===== src/rtl/dffram_arbiter.sv =====
// Two-port round-robin arbiter in front of a single-port DFFRAM macro.
// One access per cycle; each response returns to its issuer one cycle later.
module dffram_arbiter #(
    parameter int unsigned AddrWidth = 8
) (
    input  logic                 clk_i,
    input  logic                 rst_ni,

    input  logic                 p0_valid_i,
    output logic                 p0_ready_o,
    input  logic [3:0]           p0_we_i,
    input  logic [AddrWidth-1:0] p0_addr_i,
    input  logic [31:0]          p0_wdata_i,
    output logic                 p0_rsp_valid_o,
    output logic [31:0]          p0_rsp_rdata_o,

    input  logic                 p1_valid_i,
    output logic                 p1_ready_o,
    input  logic [3:0]           p1_we_i,
    input  logic [AddrWidth-1:0] p1_addr_i,
    input  logic [31:0]          p1_wdata_i,
    output logic                 p1_rsp_valid_o,
    output logic [31:0]          p1_rsp_rdata_o,

    output logic                 ram_en_o,
    output logic [3:0]           ram_we_o,
    output logic [AddrWidth-1:0] ram_a_o,
    output logic [31:0]          ram_di_o,
    input  logic [31:0]          ram_do_i
);

    logic        prio_q, prio_d;
    logic        pend_v_q, pend_v_d;
    logic        pend_port_q, pend_port_d;
    logic [31:0] hold0_q, hold0_d;
    logic [31:0] hold1_q, hold1_d;

    logic gnt0, gnt1, gnt_any;
    logic rsp0, rsp1;

    // Grants are masked while reset is held so nothing reaches the RAM.
    always_comb begin
        gnt0 = 1'b0;
        gnt1 = 1'b0;
        if (rst_ni) begin
            if (p0_valid_i && p1_valid_i) begin
                gnt0 = ~prio_q;
                gnt1 = prio_q;
            end else begin
                gnt0 = p0_valid_i;
                gnt1 = p1_valid_i;
            end
        end
        gnt_any = gnt0 | gnt1;
    end

    assign p0_ready_o = gnt0;
    assign p1_ready_o = gnt1;

    always_comb begin
        ram_en_o = gnt_any;
        ram_we_o = 4'b0000;
        ram_a_o  = '0;
        ram_di_o = 32'h0;
        if (gnt0) begin
            ram_we_o = p0_we_i;
            ram_a_o  = p0_addr_i;
            ram_di_o = p0_wdata_i;
        end else if (gnt1) begin
            ram_we_o = p1_we_i;
            ram_a_o  = p1_addr_i;
            ram_di_o = p1_wdata_i;
        end
    end

    assign rsp0 = pend_v_q & ~pend_port_q;
    assign rsp1 = pend_v_q & pend_port_q;

    assign p0_rsp_valid_o = rsp0;
    assign p1_rsp_valid_o = rsp1;
    assign p0_rsp_rdata_o = rsp0 ? ram_do_i : hold0_q;
    assign p1_rsp_rdata_o = rsp1 ? ram_do_i : hold1_q;

    always_comb begin
        prio_d      = prio_q;
        pend_v_d    = gnt_any;
        pend_port_d = pend_port_q;
        hold0_d     = hold0_q;
        hold1_d     = hold1_q;
        if (gnt_any) begin
            prio_d      = ~gnt1;
            pend_port_d = gnt1;
        end
        if (rsp0) begin
            hold0_d = ram_do_i;
        end
        if (rsp1) begin
            hold1_d = ram_do_i;
        end
    end

    always_ff @(posedge clk_i or negedge rst_ni) begin
        if (!rst_ni) begin
            prio_q      <= 1'b0;
            pend_v_q    <= 1'b0;
            pend_port_q <= 1'b0;
            hold0_q     <= 32'h0;
            hold1_q     <= 32'h0;
        end else begin
            prio_q      <= prio_d;
            pend_v_q    <= pend_v_d;
            pend_port_q <= pend_port_d;
            hold0_q     <= hold0_d;
            hold1_q     <= hold1_d;
        end
    end

`ifndef SYNTHESIS
    a_grant_onehot: assert property (@(posedge clk_i) disable iff (!rst_ni)
        !(gnt0 && gnt1));
    a_rsp_exclusive: assert property (@(posedge clk_i) disable iff (!rst_ni)
        !(rsp0 && rsp1));
`endif

endmodule


===== config.mk =====
export PLATFORM = sky130hd
export DESIGN_NAME = dffram_arbiter
export DESIGN_NICKNAME = d
export VERILOG_FILES = /design/src/rtl/dffram_arbiter.sv
export SDC_FILE = /design/constraint.sdc
export NUM_CORES = 1
export LEC_CHECK = 0
export BUFFER_PORTS_ARGS = -buffer_cell sky130_fd_sc_hd__buf_4
export CAP_MARGIN = 20
export CORE_ASPECT_RATIO = 0.8
export CORE_MARGIN = 3
export CORE_UTILIZATION = 45
export CTS_BUF_LIST = sky130_fd_sc_hd__clkbuf_16
export DETAILED_ROUTE_END_ITERATION = 10
export PLACE_DENSITY = 0.95
export SLEW_MARGIN = 20
export SYNTH_ARGS = -nofsm -noshare
export SYNTH_HDL_FRONTEND = slang
export SYNTH_SLANG_ARGS = --single-unit
export TNS_END_PERCENT = 50

===== constraint.sdc =====
create_clock -name clk_i -period 1.9 [get_ports clk_i]
set_input_delay 0.095 -clock clk_i [delete_from_list [all_inputs] [get_ports clk_i]]
set_output_delay 0.095 -clock clk_i [all_outputs]
set_load 0.005 [all_outputs]

Yosys cells after proc, flatten, opt, wreduce, memory -nomap -nowiden

Index checks and enable logic that the tools add are counted.

Flip-flop bits (word level): 67
Input port bits: 124
Output and inout port bits: 113
Logic and storage cells: 24

Muxes and demuxes: 12
Bitwise gates (word level): 6
Reduce and logical (&&, ||, !) cells: 1

Operators with widths:

| operator           | count |
|---|---|
| 32-bit two-way mux | 4 |
| 8-bit two-way mux  | 2 |
| 4-bit two-way mux  | 2 |
| 1-bit two-way mux  | 4 |
| 1-bit inverter     | 3 |
| 1-bit AND          | 2 |
| 1-bit logical AND  | 1 |
| 1-bit bitwise OR   | 1 |

Depth between registers and ports, before layout

Gate-level depths: netlist of run 1.

Word-level depth: 5
Gate-level depth with buffers: 4
Depth with buffers taken out: 3

Least setup slack after synthesis of run 1

No wires, ideal clock.

Path kind: flip-flop to flip-flop
Start point: register pend_port_q
End point: register hold1_q[10]
Library setup time: 0.132 ns
Data arrival time: 1.103 ns
Required time: 1.768 ns
Slack: 0.665 ns
Stages on the path, launching flop included: 4
Path buffers: 1
Clock period less this slack: 1.235 ns
Cells stage by stage: dfrtp_1 nand2_1 buf_2 mux2_2

Word-level cells in the longest chain between the ends: 2

RTL lines:

| element                      | RTL line | text |
|---|---|---|
| start: declaration           | 34       | `logic pend_port_q, pend_port_d;` |
| start signal: assignment     | 112      | `pend_port_q <= pend_port_d;` |
| 1-bit AND                    | 77       | `assign rsp1 = pend_v_q & pend_port_q;` |
| 32-bit two-way mux           | n/a      |  |
| named net p1_rsp_rdata_o[10] | 23       | `output logic [31:0] p1_rsp_rdata_o,` |
| end signal: assignment       | 114      | `hold1_q <= hold1_d;` |
| end: declaration             | 36       | `logic [31:0] hold1_q, hold1_d;` |

The timed path passes the listed nets, and every way through them passes these cells.
A chain may end at the register's enable or synchronous reset.

Worst setup path after layout of run 1

Start point: register pend_port_q
End point: output port p0_rsp_rdata_o[0]

Word-level cells in the longest chain between the ends: 3

RTL lines:

| element            | RTL line | text |
|---|---|---|
| 1-bit inverter     | 76       | `assign rsp0 = pend_v_q & ~pend_port_q;` |
| 1-bit AND          | 76       |  |
| 32-bit two-way mux | n/a      |  |
| end: declaration   | 15       | `output logic [31:0] p0_rsp_rdata_o,` |

No other way between the ends.

==> flow_summary.toml, run 1 <==
[run_status]
status = "finished, final reports clean"

[clock_network]
cts.sinks = 67
postCtsSetupBuffers = 0
cts_inserted_buffers = 9
cts_tree = "built"
clk_pin_slew_ns = 0.05
root_buffer = "clkbuf_16"
cts_buffer_depth = 2
h-tree-depth = 3
insertion_delay_ns = 0.32

[cells_and_area]
areaGrowthSynthToFinish_pct = 63.8
fillCellCount = 443
drive_gt1_share_pct = 60.3
design_area_um2 = 5500
final_net_count = 660
stdcell_count = 628
diodes = 0

[logic_synthesis]
synthArstFlopShare_pct = 100
synth.cell_area_um2 = 3360
synth_common_cells = "nand2_1 (91), dfrtp_1 (67), o22ai_1 (44), mux2_2 (35), mux2_4 (29)"
avgSynthCellArea_um2 = 11.0
ys_types = 18
yosys_warnings = 0
ys_seq_area_share_pct = 49.9
synth_nets = 428
synth_top_flop_cell = "dfrtp_1"
synth_most_common_cell = "nand2_1"
yosys.area.top_type = "dfrtp_1"
yosysTopAreaCellShare_pct = 49.9
syn_inst = 304
synthTopCellsByArea = "dfrtp_1 (50%), mux2_4 (13%), mux2_2 (12%)"
synth_edf_count = 0
synth_seq_cells = 67

[worst_setup_path]
crit_top_cell = "buf_4"
crit_chain = "nor2b_4 > buf_4 > mux2_2 > buf_4"
cp.arrival_ns = 1.73
end_kind = "primary output"
path_buf_inv = 2
critPathKind = "reg2out"
worstPathRequired_ns = 1.80
cp_slowest_cell = "dfrtp_1"
critPathMaxStageDelay_ns = 0.41
path_delay_family = "buffers and inverters"
r2r_slack_ns = 0.51
start_kind = "flop"
critPathMaxFanout = 17

[sta]
rsz0062_at_grt = "no"
period_needed_ns = 1.83
period_share_pct = 96.1
finalSetupViolations = 0
relSlewSlack_pct = 65.6
hold_viol = 0
skew_ns = 0.00701
whs_ns = 0.0315
maxSlewViolCount = 0
tns_ns = 0
tightest_slew_ns = 0.516
clock.fmax_mhz = 548

[floorplanning]
die_area_um2 = 8540
rows = 27
die_h_um = 83.3
die_w_um = 103
core_area_um2 = 7060
io_pins = 237
floorplan.initialDensity_pct = 47.6

[min_path]
hold_path_class = "in2reg"

[grt]
first_global_vias = 3495
grt_max_degree = 81
grt_pass1_wl_um = 18000
grt_usage_pct = 27.4
overflow = 0
antenna_found_initial = 0

[placement]
dp_cells = 610
place_congestion = 0.854
dp_hpwl_um = 9220
io_buffers = 236
placed_cell_area_um2 = 5180

[route]
antenna_left = 0
viasPerCell = 5.23
highest_layer = "met4"
post-route-drc-count = 0
m1WireLength_um = 4210
wl_um = 11900
wl_met2_um = 6250
vias = 3284
first_iter_violations = 71
first_pass_iters = 5
wl_per_cell_um = 18.9
met3_length_um = 955

[job]
drv_cap = 0

[power]
p_leak_nw = 2.80
power_density_nw_per_um2 = 1010
ir_drop_mv = 0.545
total_power_w = 0.00553
## cell families after synthesis
kind of cell    share of synthesized area [%]
simple gates                             10.8
flops                                    49.9
mux                                      24.7
compound gates                           9.31
buf+inv                                  5.25
## worst reg2reg max path, delay by kind of cell, from the launching register on
family                 cells  cell delay (ns)
muxes                      1             0.40
and+or+nand+nor            1             0.14
DFF                        1             0.41
buffers and inverters      1             0.32
## flip-flops by register name (all words and copies together) (netlist names)
register,count
hold0_q,32
pend_port_q,1
prio_q,1
hold1_q,32
pend_v_q,1
## area by class of cell
type / instances / area, µm² / share of cell area (%)
Clock buffer: 9 / 225 / 4.09
Clock inverter: 7 / 68.8 / 1.25
Inverter: 3 / 11.3 / 0.205
Multi-Input combinational cell: 209 / 1510 / 27.5
Sequential cell: 67 / 1680 / 30.5
Tap cell: 87 / 109 / 1.98
Timing Repair Buffer: 246 / 1900 / 34.5
## cell usage in the layout, fill, tap and decap left out, types with 2 or more instances in the layout
| cell | Yosys | layout |
|---|---|---|
| buf_12 | 0 | 2 |
| dlygate4sd3_1 | 0 | 2 |
| nor2_1 | 4 | 4 |
| clkbuf_16 | 0 | 9 |
| clkinv_2 | 0 | 2 |
| buf_4 | 1 | 241 |
| o22ai_1 | 44 | 44 |
| nand2_1 | 91 | 91 |
| mux2_2 | 35 | 35 |
| inv_1 | 2 | 3 |
| dfrtp_1 | 67 | 67 |
| mux2_4 | 29 | 29 |
## worst paths after layout
kind / start / to / cells past startpoint
max in group asynchronous: rst_ni / hold1_q[21] / 4
max: pend_port_q / p0_rsp_rdata_o[0] / 4
min reg2reg: hold0_q[7] / hold0_q[7] / 1
max reg2reg: pend_port_q / hold0_q[0] / 3
min in group asynchronous: rst_ni / hold1_q[15] / 3
min: ram_do_i[29] / hold0_q[29] / 2
## stage by stage
stage	worst slack, ns	util (%)
finish	0.0738	77.9
global route	0.0149	77.9
CTS	0.0713	77.8
detailed placement	0.432	73.3
global placement	0.459	73.3
floorplan	0.665	-
## power by group
| part | internal [W] | total [W] | switching (W) |
|---|---|---|---|
| sequential | 0.00181 | 0.00193 | 0.000122 |
| clock | 0.00101 | 0.00160 | 0.000591 |
| combinational | 0.00120 | 0.00200 | 0.000797 |
| total | 0.00402 | 0.00553 | 0.00151 |
## per-layer routing
metal,vias up,GRT usage (%)
met1,1575,29.2
met2,159,48.8
met3,30,8.31
met5,-,0
met4,0,12.4
li1,1520,-
## timing repair
action / 4_1_cts / 5_1_grt
endpoints found under the setup margin: 0 / 1
gates resized for setup: 0 / 1
hold endpoints to repair: 27 / 0
hold buffers: 2 / 0
Note: power is estimated with default switching activity, not from simulation.
==> run 2, diff against run 1 <==
SETUP_SLACK_MARGIN = 0.1   (was unset)
==> flow_summary.toml, run 2 (same netlist as run 1, synthesis figures left out) <==
[cells_and_area]
drive_gt1_share_pct = 60.3
diodes = 0
final_cell_mix = "buf_4 (238), nand2_1 (91), dfrtp_1 (67)"
final_net_count = 660
regArea_um2 = 1680
multi_input_area_um2 = 1510
reg_top3 = "hold0_q (32), hold1_q (32)"
layout_commonest_cell = "buf_4"
final_util_pct = 78.2
design_area_um2 = 5520
areaGrowthSynthToFinish_pct = 64.3
fillCellCount = 438

[sta]
tns_ns = 0
finalSetupViolations = 0
rsz0062_at_grt = "yes"
period_needed_ns = 1.78
maxSlewViolCount = 0
clock.fmax_mhz = 562
tightest_slew_ns = 0.518
skew_ns = 0.00679
period_share_pct = 93.6
relSlewSlack_pct = 65.5
hold_viol = 0

[route]
wl_per_cell_um = 19.2
antenna_left = 0
post-route-drc-count = 0
wl_um = 12000
vias = 3272
viasPerCell = 5.21
first_pass_iters = 5
first_iter_violations = 95

[placement]
dp_hpwl_um = 9220
io_buffers = 236
placed_cell_area_um2 = 5180
place_congestion = 0.854

[worst_setup_path]
cp-startpoint = "pend_port_q"
critPathCapture = "p1_rsp_rdata_o[3]"
reg2reg_to = "hold1_q[3]"
reg2reg_depth = 3
start_kind = "flop"
end_kind = "primary output"
r2r_slack_ns = 0.56
reg2reg_from = "pend_port_q"
worstPathRequired_ns = 1.80
critPathKind = "reg2out"
cp.arrival_ns = 1.68
critPathMaxFanout = 32

[floorplanning]
floorplan.initialDensity_pct = 47.6
io_pins = 237
rows = 27
die_h_um = 83.3
die_area_um2 = 8540
core_area_um2 = 7060
die_w_um = 103

[power]
p_leak_nw = 2.80
ir_drop_mv = 0.546
power_density_nw_per_um2 = 1010

[grt]
grt_pass1_wl_um = 18000
first_global_vias = 3495
grt_max_degree = 81
antenna_found_initial = 0
grt_usage_pct = 27.4
overflow = 0

[min_path]
hold_path_class = "in2reg"
hold_start = "ram_do_i[29]"

[run_status]
status = "finished, final reports clean"

[job]
drv_cap = 0

[clock_network]
cts_inserted_buffers = 9
root_buffer = "clkbuf_16"
cts_tree = "built"
insertion_delay_ns = 0.32
cts_buffer_depth = 2
postCtsSetupBuffers = 0
clk_pin_slew_ns = 0.05
h-tree-depth = 3
cts.sinks = 67
==> run 2: cell count changes in the layout (fill, tap and decap cells not counted) <==
cell / change
buf_6: +1
buf_4: -3
buf_8: +2
==> run 2: critical path, cell delays in order (launching register included) <==
cell,delay (ns)
dfrtp_1,0.41
nand2_1,0.16
buf_12,0.23
mux2_2,0.40
buf_4,0.15
==> run 2: worst min path at each step <==
stage | cells after the start | slack, ns | to
after global routing | 2 | 0.02 | hold0_q[11]
after floorplan | 0 | -0.20 | hold0_q[0]
after CTS | 2 | 0.02 | hold0_q[21]
after detailed placement | 2 | 0.13 | hold0_q[7]
after global placement | 2 | 0.13 | hold1_q[7]
final | 2 | 0.03 | hold0_q[29]
==> run 2: repair_timing <==
item	in CTS	in global routing
gates cloned	0	0
setup endpoints to repair	3	50
hold endpoints to repair	27	0
hold buffers	2	0
resized for setup	0	6
==> run 2: report_power, final <==
part | internal (W) | total (W) | switching (W)
sequential | 0.00181 | 0.00193 | 0.000125
clock | 0.00101 | 0.00160 | 0.000587
combinational | 0.00121 | 0.00202 | 0.000805
==> run 2: metrics by stage <==
stage                     power (W)  std cells  worst slack [ns]  hold slack [ns]
after CTS                   0.00558        628            0.0713           0.0194
final                       0.00555        628             0.121           0.0313
after global placement      0.00383        610             0.459            0.128
after detailed placement    0.00395        610             0.432            0.131
after global routing        0.00582        628            0.0180           0.0203
after floorplan             0.00279        304             0.665           -0.201
==> run 2: area by class of cell <==
class                      count  area share, %
inverter                       3          0.204
sequential                    67           30.4
multi-input combinational    209           27.4
clock buffer                   9           4.08
timing repair buffer         246           34.7
clock inverter                 7           1.25
tap                           87           1.97
==> run 2: per-layer routing <==
metal	global-route usage [%]	wire length, µm	vias up
li1	-	-	1519
met1	29.2	4270	1569
met2	48.8	6330	154
met3	8.31	968	30
met4	12.4	477	0
met5	0	0	-
